`src/rtl/mem_copy_pkg.sv`:
```
// rtl/mem_copy_pkg.sv - shared types and widths for the memory copy engine
// Purpose: FSM state encoding and the data/address widths shared with the
// 256x8 data memory instantiation.
package mem_copy_pkg;

  localparam int DATA_W = 8;
  localparam int ADDR_W = 8;

  typedef enum logic [1:0] {
    IDLE  = 2'd0,
    READ  = 2'd1,
    WRITE = 2'd2,
    DONE  = 2'd3
  } copy_state_t;

endpackage

```
`src/rtl/mem_copy_engine.sv`:
```
// rtl/mem_copy_engine.sv - forward byte-block copy engine for the single-port data memory
// Purpose: copies `length` bytes from src_addr to dst_addr, one READ and one
// WRITE cycle per byte, using the memory's combinational read port and
// registered write port.
// Ports:
//   clk, reset_n             clock, synchronous active-low reset
//   start                    one-cycle request, honoured only in IDLE
//   src_addr, dst_addr       first source / destination address
//   length                   byte count 0..2**A
//   busy, done               engine owns the memory port / completion pulse
//   mem_addr, mem_read_enabled, mem_write_enabled, mem_data_to_write
//                            memory request, all zero outside READ/WRITE
//   mem_data_out             combinational read data from the memory
module mem_copy_engine
  import mem_copy_pkg::*;
#(
  parameter int W = DATA_W,
  parameter int A = ADDR_W
) (
  input  logic         clk,
  input  logic         reset_n,
  input  logic         start,
  input  logic [A-1:0] src_addr,
  input  logic [A-1:0] dst_addr,
  input  logic [A:0]   length,
  output logic         busy,
  output logic         done,
  output logic [A-1:0] mem_addr,
  output logic         mem_read_enabled,
  output logic         mem_write_enabled,
  output logic [W-1:0] mem_data_to_write,
  input  logic [W-1:0] mem_data_out
);

  copy_state_t  state_q, state_d;
  logic [A:0]   count_q, count_d;
  logic [A:0]   len_q, len_d;
  logic [A-1:0] src_q, src_d;
  logic [A-1:0] dst_q, dst_d;
  logic [W-1:0] buf_q, buf_d;
  logic [A:0]   count_inc;

  // count is one bit wider than the address so length == 2**A terminates.
  assign count_inc = count_q + (A+1)'(1);

  always_comb begin
    state_d = state_q;
    count_d = count_q;
    len_d   = len_q;
    src_d   = src_q;
    dst_d   = dst_q;
    buf_d   = buf_q;
    case (state_q)
      IDLE: begin
        if (start) begin
          src_d   = src_addr;
          dst_d   = dst_addr;
          len_d   = length;
          count_d = '0;
          state_d = (length == '0) ? DONE : READ;
        end
      end
      READ: begin
        buf_d   = mem_data_out;
        state_d = WRITE;
      end
      WRITE: begin
        count_d = count_inc;
        state_d = (count_inc == len_q) ? DONE : READ;
      end
      DONE:    state_d = IDLE;
      default: state_d = IDLE;
    endcase
  end

  always_ff @(posedge clk) begin
    if (!reset_n) begin
      state_q <= IDLE;
      count_q <= '0;
      len_q   <= '0;
      src_q   <= '0;
      dst_q   <= '0;
      buf_q   <= '0;
    end else begin
      state_q <= state_d;
      count_q <= count_d;
      len_q   <= len_d;
      src_q   <= src_d;
      dst_q   <= dst_d;
      buf_q   <= buf_d;
    end
  end

  // Outputs decode only from registered state; address sums wrap mod 2**A.
  // The write strobe is gated by reset_n so an aborting edge never writes.
  always_comb begin
    busy              = (state_q != IDLE);
    done              = (state_q == DONE);
    mem_addr          = '0;
    mem_read_enabled  = 1'b0;
    mem_write_enabled = 1'b0;
    mem_data_to_write = '0;
    case (state_q)
      READ: begin
        mem_addr         = src_q + count_q[A-1:0];
        mem_read_enabled = 1'b1;
      end
      WRITE: begin
        mem_addr          = dst_q + count_q[A-1:0];
        mem_write_enabled = reset_n;
        mem_data_to_write = buf_q;
      end
      default: ;
    endcase
  end

endmodule

```
`config.mk`:
```
export PLATFORM = sky130hd
export DESIGN_NAME = mem_copy_engine
export DESIGN_NICKNAME = d
export VERILOG_FILES = /design/src/rtl/mem_copy_pkg.sv /design/src/rtl/mem_copy_engine.sv
export SDC_FILE = /design/constraint.sdc
export NUM_CORES = 1
export LEC_CHECK = 0
export CORE_UTILIZATION = 40
export DETAILED_ROUTE_END_ITERATION = 12
export PLACE_DENSITY = 0.74
export SKIP_CTS_REPAIR_TIMING = 1
export SYNTH_ARGS = -nofsm -noshare
export SYNTH_HDL_FRONTEND = slang
export SYNTH_SLANG_ARGS = --single-unit
```
`constraint.sdc`:
```
create_clock -name clk -period 4.4 [get_ports clk]
set_clock_uncertainty 0.05 [all_clocks]
set_input_delay 0.88 -clock clk [delete_from_list [all_inputs] [get_ports clk]]
set_output_delay 0.88 -clock clk [all_outputs]
set_load 0.02 [all_outputs]
```
==> impl_metrics.tcl, run 1 <==
set metrics [dict create \
    relSlewSlack_pct 41.0 \
    grt_use_met3_pct 3.41 \
    fin_nets 411 \
    worstPathCellList "inv_1 > ha_2 > buf_4 > mux2_2 > ha_1 > or3_1 > o21ai_0 > nor3_1 > and3b_1 > clkdlybuf4s50_1" \
    p_leak_nw 1.25 \
    cts.clk_slew.worst_paths_ns 0.08 \
    via_per_inst 5.18 \
    gp_congestion 0.976 \
    final_common_cell "nand2_1" \
    crit_arrival_ns 3.28 \
    clock-sinks 44 \
    end_kind "output port" \
    status "finished, final reports clean" \
    slew_viol_final 0 \
    die_y_um 82.6 \
    grt_remaining_overflow 0 \
    synth_area_per_cell_um2 8.30 \
    cap_violations 0 \
    yosysWarnings 0 \
    clockBufferDepth 2 \
    grt_pass1_wl_um 9810 \
    vias 2271 \
    fp-row-count 28 \
    core-area_um2 6100 \
    die_w_um 82.6 \
    post-route-drc-count 0 \
    cellPowerDensity_nw_per_um2 295 \
    ant_nets 0 \
    layout_common_cells "nand2_1 (61), clkdlybuf4s50_1 (54), dfxtp_1 (44)" \
    synthCells 313 \
    diodes 0 \
    worst-path-buf-inv 3 \
    design_area_um2 3320 \
    busiest_layer "met2" \
    worst_path_largest_cell_delay_ns 0.60 \
    cts-root-buf "clkbuf_8" \
    syn_to_final_growth_pct 28.0 \
    peakVddDrop_uv 153 \
    ios 56 \
    wl_per_cell_um 13.9 \
    grt_use_met2_pct 31.8 \
    synth.yosys.seq_area_share_pct 33.9 \
    place_ws_ns 0.289 \
    layout_min_cycle_time_ns 4.21 \
    routed_wl_um 6070 \
    hold_viol 0 \
    crit_family "buffers and inverters" \
    use_met1_pct 25.0 \
    cts_tree "done" \
    post_dp_cell_area_um2 3210 \
    antenna_found_initial 0 \
    setup_slack_ns 0.187 \
    hpwlAfterDp_um 4550 \
    max_freq_mhz 237 \
    post-route-util_pct 54.5 \
    drtIter0Drc 96 \
    critPathKind "reg -> out" \
    syn-cell-area_um2 2600 \
    grt_use_total_pct 19.4 \
    setup_viol 0 \
    ys_types 46 \
    worstMarginPinSlew_ns 0.883 \
    grt_pass1_vias 2107 \
    grt_max_degree 45 \
    fin_crit_sh_pct 95.7 \
    clk_latency_ns 0.29 \
    die_area_um2 6820 \
    setup_tns_ns 0 \
    cts_made_buffers 5 \
    ys_ff_latch 44 \
    drive_gt1_share_pct 7.71 \
    synth_nets 362 \
    worstHoldPathType "reg -> reg" \
    slowest_stage "clkdlybuf4s50_1" \
    io_buffers 55 \
    final.fill_count 591 \
    critPathLaunchType "register" \
    start_util_pct 42.6 \
    worstPathMaxFanout 7 \
    ctsHtreeMaxLevel 2 \
    first_pass_iters 4 \
    required_ns 3.47 \
]
-- worst paths after layout --
kind	from	endpoint	slack, ns	cells past startpoint
min reg2reg	src_q[6]	src_q[6]	0.42	2
max	state_q[0]	mem_addr[7]	0.19	10
min	src_q[6]	src_q[6]	0.42	2
max reg2reg	state_q[0]	count_q[2]	2.16	6
-- cells in the mapped netlist (all sizes together) --
master	n	area share, %
and4	1	0.34
o21a	1	0.29
nand4	2	0.48
a21boi	27	7.8
or4	1	0.29
nor3	4	0.77
and3	3	0.82
mux2	10	4.3
a22oi	6	1.7
a211o	1	0.34
ha	12	5.8
and2	13	3.1
fa	1	0.77
nor2b	22	5.3
a31oi	1	0.24
or3	2	0.67
and3b	2	0.67
nor4	2	0.48
nand2	61	8.8
nand3	5	0.96
clkbuf	15	2.2
dfxtp	44	34
inv	10	1.4
o211ai	2	0.58
o41ai	1	0.63
xor2	3	1.0
nand2b	2	0.48
a21o	1	0.29
o2bb2ai	1	0.34
xnor2	12	4.0
nor3b	3	0.87
buf	2	0.34
o2111ai	1	0.34
a2111oi	1	0.34
nor2	9	1.3
o21bai	1	0.29
a21oi	7	1.3
o21ai	9	1.7
mux2i	10	3.9
a211oi	1	0.29
a32oi	1	0.34
-- cell families after synthesis --
kind of cell | count (synthesis) | synth area share (%)
xor+xnor | 15 | 5.06
compound gates | 62 | 16.9
simple gates | 132 | 25.4
mux | 20 | 8.19
fa+ha+maj | 13 | 6.55
flops | 44 | 33.9
buf+inv | 27 | 4.00
-- tightest hold or removal path: stages, from the launching register on --
cell      delay [ns]
dfxtp_1         0.31
nand2_1         0.05
a21boi_0        0.06
-- metrics by stage --
step                hold WS (ns)  instances  power, mW
floorplan                  0.390        313      0.594
global placement           0.403        430      0.683
detailed placement         0.407        430      0.685
CTS                        0.419        438      0.987
global route               0.443        438       1.03
finish                     0.416        438      0.980
-- per-layer routing --
layer	vias up	share of wire (%)
met3	10	3.3
li1	1166	-
met4	0	1.8
met2	41	47
met1	1054	48
met5	-	0
-- area by class of cell --
cell class,instances,area (um^2),area share (%)
clock buffers,6,72.6,2.18
clock inverters,2,35.0,1.05
inverters,10,37.5,1.13
multi-input cells,242,1620,48.8
flip-flops and latches,44,881,26.5
well taps,75,93.8,2.82
repair buffers,59,583,17.5
-- registers in the layout, summed over array words and instances (netlist names) --
name,flops
dst_q,8
src_q,8
buf_q,8
count_q,9
len_q,9
state_q,2
-- where the power goes --
group | internal [mW] | leakage, nW | switching [mW] | total (mW)
sequential | 0.427 | 0.360 | 0.0200 | 0.447
clock | 0.169 | 0.0552 | 0.135 | 0.304
combinational | 0.111 | 0.839 | 0.118 | 0.228
Note: power is estimated with default switching activity, not from simulation.
==> run 2: changes to the inputs <==
--- a/config.mk
+++ b/config.mk
@@ -7,7 +7,7 @@
 export LEC_CHECK = 0
 export CORE_UTILIZATION = 40
 export DETAILED_ROUTE_END_ITERATION = 12
-export PLACE_DENSITY = 0.74
+export PLACE_DENSITY_LB_ADDON = 0.1
 export SKIP_CTS_REPAIR_TIMING = 1
 export SYNTH_ARGS = -nofsm -noshare
 export SYNTH_HDL_FRONTEND = slang
==> run 2 against run 1 <==
Net effect:
- hold slack improved by 0.0054 ns
- flip-flop and latch count stayed put
- first-iteration DRC count shrank 7.3%
- final cell count increased by 0.23%
- critical endpoint unchanged
- non-clock buffer count increased by 1
- highest routed layer unchanged
==> impl_metrics.tcl, run 2 (synthesis gave the netlist of run 1 again) <==
set metrics [dict create \
    status "finished, final reports clean" \
    hpwlAfterDp_um 4550 \
    rr_endpoint "count_q[5]" \
    syn_to_final_growth_pct 28.3 \
    final_common_cell "nand2_1" \
    r2r-start "state_q[1]" \
    post-route-drc-count 0 \
    wl_met3_um 231 \
    r2r_cells 6 \
    routed_wl_um 6090 \
    clk_latency_ns 0.30 \
    drtIter0Drc 89 \
    hold_viol 0 \
    fin_crit_sh_pct 94.3 \
    die_w_um 82.6 \
    cts-root-buf "clkbuf_8" \
    worstHoldPathType "reg -> reg" \
    clock-sinks 44 \
    die_area_um2 6820 \
    ant_nets 0 \
    setup_tns_ns 0 \
    cp-startpoint "state_q[0]" \
    ios 56 \
    critPathLaunchType "register" \
    rsz0062_at_grt "false" \
    p_leak_nw 1.25 \
    whs_path_depth 2 \
    cellPowerDensity_nw_per_um2 285 \
    antenna_found_initial 0 \
    wl_per_cell_um 13.9 \
    die_y_um 82.6 \
    critPathKind "reg -> out" \
    setup_viol 0 \
    via_per_inst 5.11 \
    peakVddDrop_uv 181 \
    cts.clk_slew.worst_paths_ns 0.09 \
    dr_wl_met2_um 2720 \
    layout_min_cycle_time_ns 4.15 \
    end_kind "output port" \
    grt_pass1_wl_um 10100 \
    reg_top3 "count_q x9, len_q x9" \
    clockBufferDepth 2 \
    drive_gt1_share_pct 8.24 \
    cap_violations 0 \
    grt_use_total_pct 19.8 \
    diodes 0 \
    core-area_um2 6100 \
    ctsHtreeMaxLevel 2 \
    cts_made_buffers 5 \
    layout_common_cells "nand2_1 (61), clkdlybuf4s50_1 (54), dfxtp_1 (44)" \
    vias 2242 \
    slew_viol_final 0 \
    drt-met1-wl_um 3080 \
    fin_nets 412 \
    setup_slack_ns 0.249 \
    first_pass_iters 4 \
    crit_arrival_ns 3.22 \
    relSlewSlack_pct 39.8 \
    total_power_mw 0.949 \
    top_layer "met4" \
    grt_max_degree 45 \
    place_ws_ns 0.224 \
    start_util_pct 42.6 \
    worstPathMaxFanout 8 \
    r2r_setup_slack_ns 2.15 \
    max_freq_mhz 241 \
    gp_congestion 0.852 \
    fp-row-count 28 \
    grt_pass1_vias 2108 \
    worstMarginPinSlew_ns 0.901 \
    grt_remaining_overflow 0 \
    cts_tree "done" \
    endpoint "mem_addr[7]" \
    required_ns 3.47 \
    io_buffers 55 \
    post-route-util_pct 54.7 \
]
## run 2: cell types whose count changed in the layout (fill, tap and decap cells not counted), sizes merged
cell	delta
clkinvlp	+2
bufinv	-1
clkinv	-1
buf	+1
## run 2: power breakdown
group	switching, mW	internal, mW	leakage (nW)
registers	0.0195	0.427	0.360
logic	0.119	0.111	0.846
clock network	0.144	0.127	0.0434
## run 2: how the worst min path moves through the flow
stage | slack, ns | startpoint | to
after global placement | 0.40 | dst_q[6] | dst_q[6]
after CTS | 0.42 | dst_q[4] | dst_q[4]
after global routing | 0.44 | src_q[7] | src_q[7]
after floorplan | 0.39 | dst_q[0] | dst_q[0]
after detailed placement | 0.41 | dst_q[4] | dst_q[4]
final | 0.42 | dst_q[4] | dst_q[4]
## run 2: through the flow
stage	hold WS (ns)	std cells	instance area, um^2
floorplan	0.390	313	2600
global placement	0.404	431	3210
detailed placement	0.408	431	3210
CTS	0.422	439	3310
global route	0.443	439	3330
finish	0.421	439	3330
## run 2: cell type report
cell class / instances / area [um^2]
fill: 591 / 2760
multi-input combinational: 242 / 1630
sequential: 44 / 881
timing repair buffer: 60 / 591
tap: 75 / 93.8
clock buffer: 6 / 82.6
inverter: 10 / 37.5
clock inverter: 2 / 15.0
## run 2: worst max-delay path, cell delays in order, from the launching register on
cell	delay (ns)
dfxtp_1	0.33
inv_1	0.14
ha_4	0.23
mux2_2	0.36
ha_1	0.27
a21oi_1	0.19
o211ai_1	0.14
a2111oi_2	0.35
nor3_1	0.10
and3b_1	0.22
clkdlybuf4s50_1	0.60
## run 2: layer usage
metal  GRT usage (%)  vias up
met5               0        -
met4            5.17        0
met3            3.30        4
met2            32.4       41
met1            27.0     1032
li1                -     1165
==> run 3: changes to the inputs <==
--- a/config.mk
+++ b/config.mk
@@ -5,6 +5,7 @@
 export SDC_FILE = /design/constraint.sdc
 export NUM_CORES = 1
 export LEC_CHECK = 0
+export CAP_MARGIN = 0
 export CORE_UTILIZATION = 40
 export DETAILED_ROUTE_END_ITERATION = 12
 export PLACE_DENSITY_LB_ADDON = 0.1
==> results of run 3 <==
Same layout as run 2: the final DEF is identical, and so are final timing and power.
